## config.mk

```make
export PLATFORM = sky130hd
export DESIGN_NAME = cw305_reg_arbiter
export DESIGN_NICKNAME = d
export VERILOG_FILES = /design/src/rtl/cw305_reg_pkg.sv /design/src/rtl/cw305_idle_timer.sv /design/src/rtl/cw305_reg_arbiter.sv
export SDC_FILE = /design/constraint.sdc
export NUM_CORES = 1
export LEC_CHECK = 0
export CAP_MARGIN = 0
export CORE_MARGIN = 5
export CORE_UTILIZATION = 27
export DETAILED_ROUTE_END_ITERATION = 10
export PLACE_DENSITY = 0.77
export SLEW_MARGIN = 20
export SYNTH_ARGS = -nofsm -noshare
export SYNTH_HDL_FRONTEND = slang
export SYNTH_SLANG_ARGS = --single-unit
```

## constraint.sdc

```tcl
create_clock -name usb_clk -period 1.8 [get_ports usb_clk]
set_clock_uncertainty 0.15 [all_clocks]
set_input_delay 0.18 -clock usb_clk [delete_from_list [all_inputs] [get_ports usb_clk]]
set_output_delay 0.18 -clock usb_clk [all_outputs]
set_load 0.02 [all_outputs]
```

## src/rtl/cw305_reg_pkg.sv

```systemverilog
// Shared definitions for the CW305 register-port arbiter: FSM encoding and default bus widths.
package cw305_reg_pkg;

  localparam logic [1:0] ST_HOST_ENC  = 2'd0;
  localparam logic [1:0] ST_M_ACC_ENC = 2'd1;
  localparam logic [1:0] ST_M_FIN_ENC = 2'd2;

  typedef enum logic [1:0] {
    ST_HOST  = ST_HOST_ENC,
    ST_M_ACC = ST_M_ACC_ENC,
    ST_M_FIN = ST_M_FIN_ENC
  } state_e;

  localparam int DEF_ADDR_WIDTH   = 21;
  localparam int DEF_BYTECNT_SIZE = 7;

endpackage

```

## src/rtl/cw305_idle_timer.sv

```systemverilog
// Saturating host-idle counter; ready once pGUARD consecutive idle cycles have elapsed.
module cw305_idle_timer #(
  parameter int pGUARD = 4
) (
  input  logic clk,
  input  logic rst,
  input  logic act,
  output logic ready
);

  localparam int CW = $clog2(pGUARD + 1);
  localparam logic [CW-1:0] GUARD = CW'(pGUARD);

  logic [CW-1:0] cnt_q, cnt_d;

  always_comb begin
    cnt_d = cnt_q;
    if (act) begin
      cnt_d = '0;
    end else if (cnt_q != GUARD) begin
      cnt_d = cnt_q + CW'(1);
    end
  end

  always_ff @(posedge clk) begin
    if (rst) begin
      cnt_q <= '0;
    end else begin
      cnt_q <= cnt_d;
    end
  end

  assign ready = (cnt_q == GUARD);

endmodule

```

## src/rtl/cw305_reg_arbiter.sv

```systemverilog
// Shares the CW305 register-block port between the USB host (absolute priority, never
// stalled) and an on-chip master granted single accesses after a host-idle guard window.
module cw305_reg_arbiter
  import cw305_reg_pkg::*;
#(
  parameter int pADDR_WIDTH   = DEF_ADDR_WIDTH,
  parameter int pBYTECNT_SIZE = DEF_BYTECNT_SIZE,
  parameter int pIDLE_GUARD   = 4
) (
  input  logic                                 usb_clk,
  input  logic                                 rst,
  input  logic [pADDR_WIDTH-pBYTECNT_SIZE-1:0] h_address,
  input  logic [pBYTECNT_SIZE-1:0]             h_bytecnt,
  input  logic [7:0]                           h_datao,
  input  logic                                 h_read,
  input  logic                                 h_write,
  output logic [7:0]                           h_datai,
  input  logic                                 m_req,
  input  logic                                 m_we,
  input  logic [pADDR_WIDTH-pBYTECNT_SIZE-1:0] m_address,
  input  logic [pBYTECNT_SIZE-1:0]             m_bytecnt,
  input  logic [7:0]                           m_wdata,
  output logic                                 m_gnt,
  output logic                                 m_done,
  output logic                                 m_retry,
  output logic [7:0]                           m_rdata,
  output logic [pADDR_WIDTH-pBYTECNT_SIZE-1:0] reg_address,
  output logic [pBYTECNT_SIZE-1:0]             reg_bytecnt,
  output logic [7:0]                           reg_datao,
  output logic                                 reg_read,
  output logic                                 reg_write,
  input  logic [7:0]                           reg_datai,
  output logic                                 owner
);

  state_e     state_q, state_d;
  logic       m_retry_q, m_retry_d;
  logic       owner_q, owner_d;
  logic       m_rd_q, m_rd_d;
  logic [7:0] m_rdata_q, m_rdata_d;
  logic       host_act;
  logic       idle_ready;

  assign host_act = h_read | h_write;

  cw305_idle_timer #(
    .pGUARD(pIDLE_GUARD)
  ) u_idle_timer (
    .clk  (usb_clk),
    .rst  (rst),
    .act  (host_act),
    .ready(idle_ready)
  );

  always_comb begin
    state_d     = state_q;
    m_retry_d   = 1'b0;
    m_rd_d      = m_rd_q;
    m_rdata_d   = m_rdata_q;
    m_gnt       = 1'b0;
    m_done      = 1'b0;
    reg_address = h_address;
    reg_bytecnt = h_bytecnt;
    reg_datao   = h_datao;
    reg_read    = h_read;
    reg_write   = h_write;
    // While in reset the host passthrough stays live and no master activity is shown.
    if (!rst) begin
      case (state_q)
        ST_HOST: begin
          if (m_req && idle_ready && !host_act) begin
            state_d = ST_M_ACC;
          end
        end
        ST_M_ACC: begin
          if (host_act) begin
            state_d   = ST_HOST;
            m_retry_d = 1'b1;
          end else begin
            m_gnt       = 1'b1;
            reg_address = m_address;
            reg_bytecnt = m_bytecnt;
            reg_datao   = m_wdata;
            reg_read    = ~m_we;
            reg_write   = m_we;
            m_rd_d      = ~m_we;
            state_d     = ST_M_FIN;
          end
        end
        ST_M_FIN: begin
          m_done  = 1'b1;
          state_d = ST_HOST;
          // Read data arrives this cycle; bypass it so m_rdata is valid alongside m_done.
          if (m_rd_q) begin
            m_rdata_d = reg_datai;
          end
        end
        default: state_d = ST_HOST;
      endcase
    end
    owner_d = (state_d == ST_M_ACC);
  end

  always_ff @(posedge usb_clk) begin
    if (rst) begin
      state_q   <= ST_HOST;
      m_retry_q <= 1'b0;
      owner_q   <= 1'b0;
      m_rd_q    <= 1'b0;
      m_rdata_q <= 8'h00;
    end else begin
      state_q   <= state_d;
      m_retry_q <= m_retry_d;
      owner_q   <= owner_d;
      m_rd_q    <= m_rd_d;
      m_rdata_q <= m_rdata_d;
    end
  end

  assign m_retry = m_retry_q;
  assign owner   = owner_q;
  assign m_rdata = m_rdata_d;
  assign h_datai = reg_datai;

endmodule

```

## Word level (Yosys, flattened, before mapping)

Index checks and enable logic that the tools add are counted.

- Reduce and logical (&&, ||, !) cells: 7
- Add/sub/neg operators: 1
- Multiplexer cells: 28
- Equality and inequality tests: 5
- Bitwise operators: 4

Operator list:

| operator | number |
|---|---|
| $mux W8 | 6 |
| $mux W14 | 3 |
| $mux W7 | 3 |
| $mux W1 | 12 |
| $mux W2 | 3 |
| $eq A2 B1 Y1 const B | 2 |
| $pmux W2 S2 | 1 |
| $reduce_or A2 Y1 | 2 |
| $add A3 B1 Y3 const B | 1 |
| $eq A3 B3 Y1 const B | 1 |
| $ne A3 B3 Y1 const B | 1 |
| $not A1 Y1 | 3 |
| $eq A2 B2 Y1 const B | 1 |
| $logic_and A1 B1 Y1 | 2 |
| $logic_not A2 Y1 | 1 |
| $reduce_and A2 Y1 | 1 |
| $logic_not A1 Y1 | 1 |
| $or A1 B1 Y1 | 1 |

- Register bits after elaboration: 16
- Logic and storage cells: 51
- Output and inout port bits: 51

## Depth between registers and ports, before layout

Gate-level depths: netlist of run 1.

- Depth after elaboration: 7
- Mapped depth: 5
- Mapped depth without buffers: 5

## Hierarchy

Synthesis of run 1 repeated with hierarchy kept, for this count alone.

- Cells, all modules: 116
- Area total of the unflattened synthesis: 1370.1 um^2

By module, submodules not included:

| module | instances | cells an instance | area each (um^2) |
|---|---|---|---|
| cw305_reg_arbiter | 1 | 99 | 1201.2 |
| cw305_idle_timer | 1 | 17 | 168.9 |

## Worst setup path before layout of run 1

No wires, ideal clock.

- Path kind: flip-flop to output port
- Start: register state_q[1]
- End: output m_rdata[0]
- Buffers on the path: 1
- Data required time: 1.470 ns
- Slack: -0.266 ns
- Stages on the path, launching flop included: 5
- Data arrival time: 1.736 ns
- Cells stage by stage: dfxtp_1 nor3b_1 and2_1 buf_2 mux2_2

- Cells in the longest elaborated chain, start to end: 3

Ends and longest elaborated chain:

| item | line | source |
|---|---|---|
| start, declared | cw305_reg_arbiter.sv:36 | `state_e state_q, state_d;` |
| start signal, assigned | cw305_reg_arbiter.sv:112 | `state_q <= state_d;` |
| $eq A2 B2 Y1 | cw305_reg_arbiter.sv:69 | `case (state_q)` |
| $mux W8 | cw305_reg_arbiter.sv:69 |  |
| $mux W8 | cw305_reg_arbiter.sv:68 | `if (!rst) begin` |
| end, declared | cw305_reg_arbiter.sv:26 | `output logic [7:0] m_rdata,` |

No other way between the ends.

## Final worst setup path of run 1

- Start: register state_q[1]
- End: output reg_address[5]

- Cells in the longest elaborated chain, start to end: 3

Ends and longest elaborated chain:

| item | line | source |
|---|---|---|
| $eq A2 B1 Y1 | cw305_reg_arbiter.sv:69 |  |
| $mux W14 | cw305_reg_arbiter.sv:69 |  |
| $mux W14 | cw305_reg_arbiter.sv:68 |  |
| end, declared | cw305_reg_arbiter.sv:27 | `output logic [pADDR_WIDTH-pBYTECNT_SIZE-1:0] reg_address,` |

No other way between the ends.

==> run metrics, run 1 <==
status finished, violations left; failing checks setup timing; number of global-route vias before repair 1535; Cell variety after synth 27; Rel. slew slack 83.8%; cts hold-fix bufs 0; Lkg Pwr 1.40 nW; syn nets 190; H-tree levels 1; critical path class register to output pin; worst slew pin tran 243 ps; Routed Wire Length 4970 µm; Clock Sinks 16; CP Cell Sequence or3b_4, or3_4, buf_12, buf_6, inv_4, mux2_4, buf_6; I/O pin total 123; Final Hold Vio Count 0; Die Wd 78.1 µm; wire per inst 16.2 µm; CTS tree yes; CP max stage cell or3b_4; first-pass GRT wire length 7730 µm; cell area after synthesis 1250 µm²; final core utilization 65.4%; Total Power 1.08 mW; post-DR vias/cell 4.52; required time worst endpoint 1470 ps; final setup violation count 40; clock latency on the worst-skew pair 250 ps; Worst VDD drop 0.246 mV; CP max FO 5; Via Count 1382; drt first pass iters 4; setup slack after layout -575 ps; Ys Warns 0; hold slack 225 ps; r2r startpoint state_q[1]; layout cells sized above 1 46.5%; worst reg2reg setup slack 190 ps; Max Cap Viol 0; DR iter-0 viols 16; Initial Utilization 28.2%; RSZ-0062 raised after global routing yes; pwr dens 372 nW/µm²; Die Y-Extent 78.1 µm; CTS root buf clkbuf_8; largest stage delay on the critical path 370 ps; Detail Route Antenna Nets 0; Layout Area Growth over Synthesis 132%; worst reg2reg path endpoint m_rd_q; Core Rows 24; dpl hpwl 3800 µm; Worst Reg-to-Reg Cells 7; max-slew violations 0; antenna violations before repair 0; largest net degree at the start of global routing 12; Crit. End Element output pin; fin nets 329; crit share post-route 132%; GR Util All Layers 15.7%; f_max 421 MHz; Reg clk slew, reported paths 60 ps; Hold Crit Class input port to register; critical path launch point type register; CTS Buffer Depth 2; Yosys reg bits 16; Hold Startpoint rst; hold worst-path end m_retry; PortBufs 122; critical path's most frequent cell buf_6; Seq/Total Area, Yosys 25.5%; critical path arrival 2040 ps; gpl congestion 0.715; Min-Delay Path Depth 3; Gate Count Post-Synth 116; total CTS buffers 3; die area 6110 µm²; total gr overflow 0; Ant. Diodes 0; core footprint 4440 µm²; Final min period 2370 ps; Post-route DRC 0; Mean Syn Cell Area 10.8 µm²
[critical path: cells and delay by family, from the launching register on]
family                 cells  cell delay, ps
buffers and inverters      4             440
flip-flops                 1             330
multiplexers               1             290
AND/OR/NAND/NOR            2             730
[placed cells by master, fill, tap and decap left out, types with 2 or more instances in the layout]
cell             synthesis  final
clkbuf_8                 0      4
dfxtp_1                 16     14
mux2_4                  28     37
nor2_1                  14     14
mux2i_1                  8      8
buf_6                    3     52
buf_12                   0      2
buf_4                    8     12
ha_1                     2      2
nor4_1                   2      2
clkdlybuf4s50_1          0     80
dfxtp_2                  0      2
nand2_1                  3      3
inv_1                    4      3
[registers in the layout (all words and copies together) (netlist names)]
register            cells
state_q                 2
u_idle_timer.cnt_q      3
m_rd_q                  1
m_rdata_q               8
owner                   1
m_retry                 1
[stage by stage]
stage	setup WS [ps]	cells	cell area, µm²	setup TNS [ps]
after floorplan	-137	116	1270	-4110
final	-575	306	2910	-19140
after detailed placement	-1100	288	2570	-40410
after global placement	-1080	288	2570	-39610
after global routing	-632	306	2910	-21500
after CTS	-649	307	2910	-24670
[how the worst max path moves through the flow]
stage,end,cells past startpoint,startpoint
2_1_floorplan,reg_address[10],5,state_q[0]
3_3_place_gp,reg_address[1],6,rst
3_5_place_dp,reg_address[1],6,rst
4_1_cts,reg_address[5],7,state_q[1]
5_1_grt,reg_address[5],7,state_q[0]
6_report,reg_address[5],7,state_q[1]
[where the power goes]
part | internal (mW) | switching [mW]
Sequential | 0.355 | 0.00102
Combinational | 0.270 | 0.136
Clock | 0.194 | 0.127
[cell usage after synthesis]
cell | n | area [µm²]
nor4b_1 | 1 | 8.76
nor2_1 | 14 | 52.6
nand2_1 | 3 | 11.3
mux2i_1 | 8 | 80.1
or3b_1 | 1 | 8.76
buf_2 | 2 | 10.0
nand2b_1 | 1 | 6.26
and2_1 | 1 | 6.26
a211oi_1 | 1 | 7.51
xnor2_1 | 1 | 8.76
nand3_1 | 1 | 5.00
buf_6 | 3 | 33.8
nand3b_1 | 1 | 7.51
mux2_4 | 28 | 420
inv_1 | 4 | 15.0
nor3b_1 | 1 | 7.51
mux2_2 | 9 | 101
ha_1 | 2 | 25.0
dfxtp_1 | 16 | 320
a21o_1 | 1 | 7.51
nor4_1 | 2 | 12.5
o21bai_1 | 1 | 7.51
a21oi_1 | 1 | 5.00
or3_1 | 2 | 12.5
buf_4 | 8 | 60.1
clkbuf_1 | 2 | 7.51
nor3_1 | 1 | 5.00
[timing repair]
action / CTS / global route
pin swaps: 4 / 5
gates resized for setup: 267 / 17
endpoints found under the setup margin: 41 / 50
cloned: 2 / 0
buffers inserted: 15 / 6
[metal layers]
layer  global-route usage, %  wire length (µm)  part of all wire, %
met1                    16.9              1940                   39
met2                    30.5              2520                   51
met3                    5.15               485                  9.8
met4                    2.10                25                 0.50
met5                       0                 0                    0
[cells by family after synthesis]
| kind of cell | count (synthesis) | synth area share, % |
|---|---|---|
| AND/OR/NAND/NOR | 29 | 11.5 |
| XOR/XNOR | 1 | 0.699 |
| adder cells (fa/ha/maj) | 2 | 2.00 |
| buffers and inverters | 19 | 10.1 |
| multiplexers | 45 | 48.0 |
| flip-flops | 16 | 25.5 |
| AO/OA/AOI/OAI | 4 | 2.20 |
[cell type report]
cell class                      instances  area, µm²
Clock buffer                            4       55.1
Fill cell                             333       1540
Inverter                                4       17.5
Multi-Input combinational cell         81        880
Sequential cell                        16        323
Tap cell                               52       65.1
Timing Repair Buffer                  149       1570
Note: power is estimated with default switching activity, not from simulation.
==> run 2: changes to the inputs <==
Settings changed: CAP_MARGIN 0 to not set.
==> results of run 2 <==
Final layout, timing and power as in run 1 (identical DEF).
